`config.mk`:
```
export PLATFORM = sky130hd
export DESIGN_NAME = touch_key_tx
export DESIGN_NICKNAME = d
export VERILOG_FILES = /design/src/rtl/touch_key_pkg.sv /design/src/rtl/key_debounce.sv /design/src/rtl/touch_key_tx.sv
export SDC_FILE = /design/constraint.sdc
export NUM_CORES = 1
export LEC_CHECK = 0
export CORE_UTILIZATION = 40
export DETAILED_ROUTE_END_ITERATION = 16
export SYNTH_ARGS = -nofsm -noshare
export SYNTH_HDL_FRONTEND = slang
export SYNTH_SLANG_ARGS = --single-unit
```
`constraint.sdc`:
```
create_clock -name sys_clk -period 2.4 [get_ports sys_clk]
set_input_delay 0.24 -clock sys_clk [delete_from_list [all_inputs] [get_ports sys_clk]]
set_output_delay 0.24 -clock sys_clk [all_outputs]
set_load 0.03 [all_outputs]
```
`src/rtl/touch_key_pkg.sv`:
```
// touch_key_pkg: shared state encoding, default timing parameters and counter sizing
package touch_key_pkg;
  typedef enum logic [1:0] {IDLE, PRESSED, LOCKOUT} state_t;
  localparam int unsigned DEF_DEBOUNCE_CYC = 1_000_000;
  localparam int unsigned DEF_TIMEOUT_CYC = 0;
  function automatic int cnt_width(input int unsigned v);
    return (v < 2) ? 1 : $clog2(v + 1);
  endfunction
endpackage

```
`src/rtl/key_debounce.sv`:
```
// key_debounce: two-flop synchroniser plus consecutive-cycle counter debouncer
module key_debounce
  import touch_key_pkg::*;
#(
  parameter int unsigned DEBOUNCE_CYC = DEF_DEBOUNCE_CYC
) (
  input  logic clk,
  input  logic rst,
  input  logic pad_raw,
  output logic stable
);
  localparam int CW = cnt_width(DEBOUNCE_CYC);
  localparam logic [CW-1:0] CNT_LAST = CW'(DEBOUNCE_CYC - 1);
  logic s1_q, s2_q, stable_q, stable_d;
  logic [CW-1:0] cnt_q, cnt_d;
  always_comb begin
    stable_d = (s2_q != stable_q && cnt_q == CNT_LAST) ? s2_q : stable_q;
    cnt_d = (s2_q == stable_q || cnt_q == CNT_LAST) ? '0 : cnt_q + 1'b1;
  end
  always_ff @(posedge clk) begin
    if (rst) begin
      s1_q <= 1'b0;
      s2_q <= 1'b0;
      stable_q <= 1'b0;
      cnt_q <= '0;
    end else begin
      s1_q <= pad_raw;
      s2_q <= s1_q;
      stable_q <= stable_d;
      cnt_q <= cnt_d;
    end
  end
  assign stable = stable_q;
endmodule

```
`src/rtl/touch_key_tx.sv`:
```
// touch_key_tx: debounced touch key with momentary/toggle press FSM and max-hold lockout
module touch_key_tx
  import touch_key_pkg::*;
#(
  parameter int unsigned DEBOUNCE_CYC = DEF_DEBOUNCE_CYC,
  parameter int unsigned TIMEOUT_CYC = DEF_TIMEOUT_CYC,
  parameter bit TOGGLE_MODE = 1'b0
) (
  input  logic sys_clk,
  input  logic rst,
  input  logic pad_raw,
  output logic key_out,
  output logic press_pulse,
  output logic release_pulse,
  output logic timeout_flag
);
  localparam int HW = cnt_width(TIMEOUT_CYC);
  localparam logic [HW-1:0] HOLD_LAST = HW'((TIMEOUT_CYC == 0) ? 0 : TIMEOUT_CYC - 1);
  localparam logic [HW-1:0] HOLD_MAX = '1;
  logic stable;
  state_t state_q, state_d;
  logic [HW-1:0] hold_q, hold_d;
  logic key_q, key_d, press_q, press_d, rel_q, rel_d, to_q, to_d;
  key_debounce #(.DEBOUNCE_CYC(DEBOUNCE_CYC)) u_deb (
    .clk(sys_clk),
    .rst(rst),
    .pad_raw(pad_raw),
    .stable(stable)
  );
  always_comb begin
    state_d = state_q;
    hold_d = '0;
    key_d = key_q;
    press_d = 1'b0;
    rel_d = 1'b0;
    to_d = to_q;
    case (state_q)
      IDLE: if (stable) begin
        state_d = PRESSED;
        press_d = 1'b1;
        key_d = TOGGLE_MODE ? ~key_q : 1'b1;
      end
      PRESSED: if (!stable) begin
        state_d = IDLE;
        rel_d = 1'b1;
        key_d = TOGGLE_MODE ? key_q : 1'b0;
      end else if (TIMEOUT_CYC != 0 && hold_q == HOLD_LAST) begin
        state_d = LOCKOUT;
        key_d = 1'b0;
        to_d = 1'b1;
      end else begin
        hold_d = (hold_q == HOLD_MAX) ? hold_q : hold_q + 1'b1;
      end
      LOCKOUT: if (!stable) begin
        state_d = IDLE;
        rel_d = 1'b1;
        to_d = 1'b0;
      end
      default: state_d = IDLE;
    endcase
  end
  always_ff @(posedge sys_clk) begin
    if (rst) begin
      state_q <= IDLE;
      hold_q <= '0;
      key_q <= 1'b0;
      press_q <= 1'b0;
      rel_q <= 1'b0;
      to_q <= 1'b0;
    end else begin
      state_q <= state_d;
      hold_q <= hold_d;
      key_q <= key_d;
      press_q <= press_d;
      rel_q <= rel_d;
      to_q <= to_d;
    end
  end
  assign key_out = key_q;
  assign press_pulse = press_q;
  assign release_pulse = rel_q;
  assign timeout_flag = to_q;
endmodule

```
### After elaboration in Yosys (flattened, before gate mapping)

Cells that the tools add are included.

* register bits after elaboration: 28
* input bits: 3
* output and inout bits: 4
* logic and storage cells: 37

* add/subtract/negate cells: 1
* eq/ne operators: 8
* muxes and demuxes: 8
* bitwise operators: 2
* reduce and logical (&&, ||, !) cells: 10

Operators by type and width (count)
* adder 20 x 1 -> 20 bit (second input constant): 1
* equality test 20 bit (second input constant): 1
* OR reduction 2 bit: 4
* 2-to-1 mux 1 bit: 4
* 2-to-1 mux 2 bit: 2
* inequality test 2 bit (second input constant): 2
* one-hot mux 2 bit (2 select lines): 1
* AND reduction 3 bit: 1
* equality test 2 x 1 -> 1 bit (second input constant): 1
* equality test 2 bit (second input constant): 1
* logical NOT 2 bit: 1
* inequality test 2 x 1 -> 1 bit (second input constant): 1
* inverter 1 bit: 2
* one-hot mux 1 bit (2 select lines): 1
* AND reduction 2 bit: 1
* nonzero test 2 bit: 1
* equality test 1 bit: 1
* logical AND 1 bit: 1
* logical OR 1 bit: 1
* inequality test 1 bit: 1

### Longest topological paths before layout

Gate-level depths: netlist of the first run.

* depth in word-level cells: 4
* gate-level depth with buffers: 6
* gate-level depth less buffers: 4

### By module

A second synthesis of the first run with hierarchy kept.

* cells, all modules: 125
* area, all modules: 1126.1 µm²

By module, submodules not included
* key_debounce: times used 1, cells each 117, area an instance 1023.5 µm², seq. area each 460.4 µm²
* touch_key_tx: times used 1, cells each 8, area an instance 102.6 µm², seq. area each 60.1 µm²

### Worst setup path after synthesis of the first run

No wires, ideal clock.

* kind: reg-to-reg
* start: register u_deb.cnt_q[0]
* end: register u_deb.cnt_q[17]
* setup time: 0.070 ns
* arrival time: 1.435 ns
* data required time: 2.330 ns
* path slack: 0.895 ns
* stages on the path, launching flop included: 6
* buffers on the path: 1
* clock period less this slack: 1.505 ns
* cells stage by stage: dfxtp_1 > and2_1 > clkbuf_1 > nand4_4 > or4_1 > a21oi_1

* cells in the longest elaborated chain, start to end: 3
* elaborated cells on any way between the ends: 4
* those cells by class: add/sub (1); eq/ne (1); reduce/logical (2)

Ends and longest elaborated chain
* start: declaration: RTL line key_debounce.sv:15 `logic [CW-1:0] cnt_q, cnt_d;`
* start signal: assignment: RTL line key_debounce.sv:30 `cnt_q <= cnt_d;`
* branches (longest 3 deep; another with adder 20 x 1 -> 20 bit)

Several ways; the timed one is not identified.
A chain may end at the register's enable or synchronous reset.

### Worst setup path after layout of the first run

* start: register u_deb.cnt_q[2]
* end: register u_deb.cnt_q[18]

The elaborated chain is that of the path after synthesis.

==> impl_metrics.csv, run 1 <==
group,metric,value,unit
status,status,"finished clean",
timing,drv_slew,0,
critical_path,cp_num_buf_inv,0,
drt,routed_wirelength,1919,µm
floorplanning,die_area,3054,µm²
clock_tree,ctsHtreeMaxLevel,1,
timing,setup_violations,0,
global_routing,grt_start_max_net_pins,16,
critical_path,cpPeakStageDelay,510,ps
drt,routed_via_density,5.404,
cells_and_area,multi_input_area,556.8,µm²
synthesis,syn_avg_cell_area,9.302,µm²
placed_design,dp_hpwl,1337,µm
global_routing,antenna_found_initial,0,
critical_path,critPathRequiredTime,2680,ps
floorplanning,fp.dieH,55.27,µm
min_path,hold-path-cell-count,1,
clock_tree,insertion_delay,330,ps
global_routing,grt.total_usage,0.1318,
global_routing,grt_pass1_wl,3270,µm
clock_tree,cts_resized,0,
clock_tree,path_clk_slew,150,ps
power,leakage,0.4173,nW
critical_path,worstPathCellList,"and4_1 > nand4_4 > or4_1 > a21oi_1",
timing,fmax,544.4,MHz
critical_path,cp-end-kind,"flop",
clock_tree,clockRootBuffer,"clkbuf_4",
power,ir_drop,277.9,µV
placed_design,io_buffers,5,
timing,fin_crit_sh,0.7654,
global_routing,gr-total-overflow,0,
power,switching_share,0.1898,
placed_design,place.gp.congestion,0.7663,
synthesis,synth_area,1135,µm²
placed_design,place_inst,152,
critical_path,arrival,2110,ps
clock_tree,cts_tree,"yes",
cells_and_area,fill_cells,263,
cells_and_area,final_common_cell,"dfxtp_1",
clock_tree,numClockSinks,26,
synthesis,syn_inst,122,
cells_and_area,final_cells,156,
clock_tree,clk_path_buf_depth,2,
drt,ant_nets,0,
clock_tree,post-cts-setup-buffers,0,
cells_and_area,register_area,520.5,µm²
power,pwr-share-clk,0.404,
timing,finalClockSkew,14.29,ps
power,p_seq_frac,0.579,
critical_path,cp_num_cells,4,
timing,setup_tns,0,ps
power,powerDensity,602.1,nW/µm²
drt,drt_pass1_iterations,4,
synthesis,ys_warn_count,0,
min_path,min_from,"state_q[0]",
drt,drtIter0Drc,26,
cells_and_area,area_growth,9.923,%
floorplanning,coreArea,2567,µm²
floorplanning,initial_core_util,0.4420,
critical_path,reg2reg_slack,560,ps
floorplanning,rows,18,
power,p_total,0.7510,mW
critical_path,cp_slowest_cell,"and4_1",
critical_path,r2r_cells,4,
job,max-cap-violations,0,
floorplanning,io_pins,7,
synthesis,ys_ff_latch,26,
drt,routedWlPerCell,12.30,µm
timing,fin_crit,1837,ps
critical_path,rr_startpoint,"u_deb.cnt_q[2]",
critical_path,path_class,"reg -> reg",
cells_and_area,final_cell_mix,"dfxtp_1, nor2_1, xor2_1",
global_routing,grt_pass1_vias,728,
timing,hold_viol,0,
clock_tree,cts_buffers,3,
drt,route.detailed.drc,0,
timing,rsz0062_at_grt,"false",
floorplanning,dieWidth,55.27,µm
cells_and_area,nNetsFinal,131,
power,combPwrFrac,0.017,
synthesis,yosysUniqueCellTypes,31,
critical_path,path_delay_family,"simple AND/OR/NAND/NOR gates",
synthesis,ys_seq_area_frac,0.4587,
critical_path,reg2reg_to,"u_deb.cnt_q[18]",
drt,num_vias,843,
power,p_sw,0.1426,mW
cells_and_area,layout-drive-gt1-share,0.07937,
power,p_int,0.6085,mW
clock_tree,cts_hold_buf,0,
synthesis,synth.net_count,126,
min_path,min_path_type,"reg -> reg",
cells_and_area,antenna_cells,0,
critical_path,critical_path.max_fanout,10,
critical_path,cp-start-kind,"flop",
min_path,holdPathEnd,"press_pulse",
metrics by stage:
step                setup slack (ps)  hold slack [ps]  area [µm²]  utilization
floorplan                      895.0            309.1        1135            -
global placement               661.0            419.7        1195       0.4654
detailed placement             598.5            428.0        1195       0.4654
CTS                            576.4            435.3        1247       0.4859
global route                   422.6            451.9        1247       0.4859
finish                         563.1            443.3        1247       0.4859
worst max-delay path by stage:
stage	endpoint	start	slack, ps
2_1_floorplan	u_deb.cnt_q[17]	u_deb.cnt_q[0]	900
5_1_grt	u_deb.cnt_q[17]	u_deb.cnt_q[2]	420
4_1_cts	u_deb.cnt_q[18]	u_deb.cnt_q[2]	580
3_5_place_dp	u_deb.cnt_q[19]	u_deb.cnt_q[2]	600
6_report	u_deb.cnt_q[18]	u_deb.cnt_q[2]	560
3_3_place_gp	u_deb.cnt_q[18]	u_deb.cnt_q[2]	660
final cells by class:
class	instances	area share
clock buffers	3	0.01805
well taps	30	0.03009
clock inverters	1	0.02407
multi-input cells	85	0.4463
repair buffers	7	0.05216
flip-flops and latches	26	0.4173
inverters	4	0.01204
flip-flops by register name (all words and copies together) (netlist names):
signal         flops
press_pulse        1
release_pulse      1
state_q            1
u_deb.cnt_q       20
u_deb.s1_q         1
u_deb.s2_q         1
u_deb.stable       1
worst reg2reg max path, stage by stage (launching register included):
cell and delay, ps:
dfxtp_1 440, and4_1 510, nand4_4 210, or4_1 500
a21oi_1 140
per-layer routing:
layer / global-route usage / share of wire
met5: 0 / 0
met4: 0.05357 / 0.0063
met2: 0.1997 / 0.47
met3: 0.02108 / 0.025
met1: 0.1862 / 0.50
cells in the mapped netlist:
| master | instances | area, µm² |
|---|---|---|
| or3_1 | 4 | 25.02 |
| and2_1 | 3 | 18.77 |
| buf_2 | 4 | 20.02 |
| o21ai_0 | 5 | 25.02 |
| inv_1 | 4 | 15.01 |
| nor3b_1 | 1 | 7.510 |
| dfxtp_1 | 26 | 520.5 |
| nand4_1 | 7 | 43.79 |
| xnor2_1 | 3 | 26.28 |
| nand2_1 | 4 | 15.01 |
| nor4_1 | 1 | 6.260 |
| buf_4 | 1 | 7.510 |
| xor2_1 | 9 | 78.83 |
| or4b_4 | 1 | 13.76 |
| nor2_1 | 14 | 52.55 |
| conb_1 | 1 | 3.750 |
| and4_1 | 1 | 8.760 |
| a21oi_1 | 8 | 40.04 |
| nand4b_1 | 1 | 8.760 |
| or4_1 | 3 | 22.52 |
| nand3_1 | 4 | 20.02 |
| nor2b_1 | 4 | 25.02 |
| and4_2 | 1 | 10.01 |
| nand4_4 | 2 | 42.54 |
| o21ai_1 | 1 | 5.000 |
| buf_6 | 1 | 11.26 |
| clkbuf_1 | 1 | 3.750 |
| ha_1 | 1 | 12.51 |
| o31ai_1 | 3 | 22.52 |
| and3_1 | 2 | 12.51 |
| nor4bb_1 | 1 | 10.01 |
power by group through the flow:
stage               clock network (mW)  registers [mW]  logic, mW
CTS                              0.313           0.435     0.0132
floorplan                            0           0.444    0.00829
detailed placement                   0           0.444     0.0132
global route                     0.324           0.435     0.0144
global placement                     0           0.444     0.0130
finish                           0.303           0.435     0.0130
cells by family (layout without fill, tap and decap cells):
kind of cell,count (synthesis),in the layout,synth area share
AOI/OAI and AO/OA,17,17,0.08158
xor gates and xnor gates,12,12,0.09262
adders and majority gates,1,1,0.01102
buffers and inverters,11,15,0.05071
DFF,26,26,0.4587
other,1,1,0.003304
and+or+nand+nor,54,54,0.3021
Power figures use the tool's default switching activity.
==> run 2: changes to the inputs <==
Clock period 2.4 ns to 1.55 ns, I/O delays scaled along.
==> run 2 against run 1 <==
Compared with the run above:
- the flow now finishes with violations (negative setup slack)
- utilization increased by 8.4 points
- via count is 5.9% higher
- fmax up 17%
- register-to-register slack worse by 590 ps
- non-clock buffer count up 17
- critical path depth increased by 1
- cell count is 11% higher
- global-route usage up 1.4 points
- critical endpoint is now u_deb.cnt_q[11]
- largest cell class unchanged
==> impl_metrics.csv, run 2 (synthesis gave the netlist of run 1 again) <==
group,metric,value,unit
clock_tree,cts_buffers,3,
clock_tree,cts_hold_buf,0,
placed_design,place.gp.congestion,0.7703,
global_routing,grt_pass1_vias,836,
status,status,"finished with violations",
power,pwr-share-clk,0.325,
global_routing,antenna_found_initial,0,
drt,num_vias,893,
clock_tree,clockRootBuffer,"clkbuf_4",
clock_tree,ctsHtreeMaxLevel,1,
cells_and_area,final_cell_mix,"dfxtp_1, buf_4, xor2_1",
drt,routed_wirelength,2179,µm
cells_and_area,area_growth,29.00,%
clock_tree,cts_tree,"yes",
power,p_sw,0.2097,mW
timing,setup_violations,15,
drt,drtIter0Drc,13,
critical_path,r2r_cells,5,
timing,finalClockSkew,2.824,ps
timing,fin_crit_sh,1.014,
floorplanning,die_area,3054,µm²
timing,fin_crit,1572,ps
status,violations,"negative setup slack",
critical_path,reg2reg_to,"u_deb.cnt_q[11]",
critical_path,critical_path.max_fanout,7,
power,combPwrFrac,0.025,
global_routing,grt.total_usage,0.1460,
timing,worst_slack,-22.14,ps
cells_and_area,top_register,"u_deb.cnt_q",
critical_path,cpPeakStageDelay,560,ps
cells_and_area,layout-drive-gt1-share,0.3706,
critical_path,worstPathCellList,"nand3_2 > or4b_4 > o21ai_4 > buf_6 > nor2_1",
clock_tree,clk_path_buf_depth,2,
drt,route.detailed.drc,0,
timing,finalHoldWorstSlack,375.3,ps
critical_path,cp_slowest_cell,"or4b_4",
timing,hold_viol,0,
floorplanning,fp.dieH,55.27,µm
power,ir_drop,843.4,µV
floorplanning,rows,18,
critical_path,cp-start-kind,"flop",
critical_path,rr_startpoint,"u_deb.cnt_q[16]",
cells_and_area,fin_area,1464,µm²
timing,setup_tns,-173.5,ps
placed_design,placed_cell_area,1292,µm²
timing,drv_slew,0,
power,leakage,0.5308,nW
global_routing,gr-total-overflow,0,
cells_and_area,fill_cells,242,
min_path,holdPathEnd,"u_deb.s1_q",
power,switching_share,0.2024,
floorplanning,io_pins,7,
global_routing,grt_pass1_wl,3643,µm
job,max-cap-violations,0,
drt,routedWlPerCell,12.60,µm
cells_and_area,nNetsFinal,148,
critical_path,reg2reg_slack,-20,ps
power,p_seq_frac,0.649,
clock_tree,path_clk_slew,130,ps
cells_and_area,largest_reg_flops,20,
min_path,min_path_type,"in -> reg",
cells_and_area,antenna_cells,0,
clock_tree,numClockSinks,26,
drt,routed_via_density,5.162,
drt,ant_nets,0,
timing,rsz0062_at_grt,"true",
critical_path,arrival,1800,ps
placed_design,dp_hpwl,1425,µm
timing,fmax,636.1,MHz
clock_tree,insertion_delay,310,ps
power,powerDensity,707.7,nW/µm²
power,p_total,1.036,mW
min_path,hold-path-cell-count,2,
floorplanning,dieWidth,55.27,µm
power,p_int,0.8264,mW
global_routing,grt_start_max_net_pins,15,
critical_path,path_class,"reg -> reg",
min_path,min_from,"pad_raw",
cells_and_area,final_common_cell,"dfxtp_1",
placed_design,io_buffers,5,
floorplanning,initial_core_util,0.4420,
critical_path,cp-end-kind,"flop",
drt,drt_pass1_iterations,4,
floorplanning,coreArea,2567,µm²
critical_path,critPathRequiredTime,1780,ps
-- run 2: cell types whose count changed in the layout (fill, tap and decap cells not counted), sizes merged --
cell,previous run,this run
bufinv,1,0
dlymetal6s2s,0,1
clkbuf,3,4
buf,2,19
clkdlybuf4s50,5,4
-- run 2: cell type report --
class | count | area, µm² | area share
Sequential cell | 26 | 530.5 | 0.3624
Timing Repair Buffer | 24 | 206.4 | 0.1410
Multi-Input combinational cell | 85 | 638.1 | 0.4359
Inverter | 4 | 15.01 | 0.01026
Tap cell | 30 | 37.54 | 0.02564
Clock buffer | 4 | 36.28 | 0.02479
-- run 2: worst max-delay path by stage --
stage               slack [ps]               to  depth (start not counted)            start
finish                     -20  u_deb.cnt_q[11]                          5  u_deb.cnt_q[16]
global route               -70   u_deb.cnt_q[6]                          5  u_deb.cnt_q[16]
CTS                        -10     u_deb.stable                          4  u_deb.cnt_q[18]
detailed placement         -50  u_deb.cnt_q[13]                          5  u_deb.cnt_q[18]
global placement           -20  u_deb.cnt_q[13]                          5  u_deb.cnt_q[18]
floorplan                   50  u_deb.cnt_q[17]                          5   u_deb.cnt_q[0]
-- run 2: layer usage --
layer,vias up,routed length (µm),track usage
met4,0,24,0.01429
met2,12,1048,0.2392
met3,2,72,0.04684
met5,-,0,0
met1,414,1033,0.1944
li1,465,-,-
-- run 2: repair_timing --
| action | 4_1_cts | 5_1_grt |
|---|---|---|
| endpoints found under the setup margin | 21 | 22 |
| setup buffers | 1 | 2 |
| pin swaps | 4 | 8 |
| resized for setup | 14 | 22 |
| gates cloned | 1 | 0 |
-- run 2: power groups by stage --
stage | Combinational [mW] | Clock [mW] | Sequential (mW)
after detailed placement | 0.0206 | 0 | 0.688
after CTS | 0.0239 | 0.357 | 0.673
after global routing | 0.0289 | 0.383 | 0.674
after global placement | 0.0202 | 0 | 0.688
final | 0.0262 | 0.337 | 0.673
after floorplan | 0.0128 | 0 | 0.687
-- run 2: through the flow --
stage	utilization	worst slack, ps	std cells
after floorplan	-	45.00	122
after global placement	0.5034	-23.89	165
after detailed placement	0.5034	-45.29	165
after CTS	0.5380	-14.98	171
after global routing	0.5702	-71.15	173
final	0.5702	-22.14	173
-- run 2: worst max-delay path: cells and delay by family, from the launching register on --
family                 cells  cell delay (ps)
AO/OA/AOI/OAI              1              240
buffers and inverters      1              180
flip-flops                 1              360
AND/OR/NAND/NOR            3              700
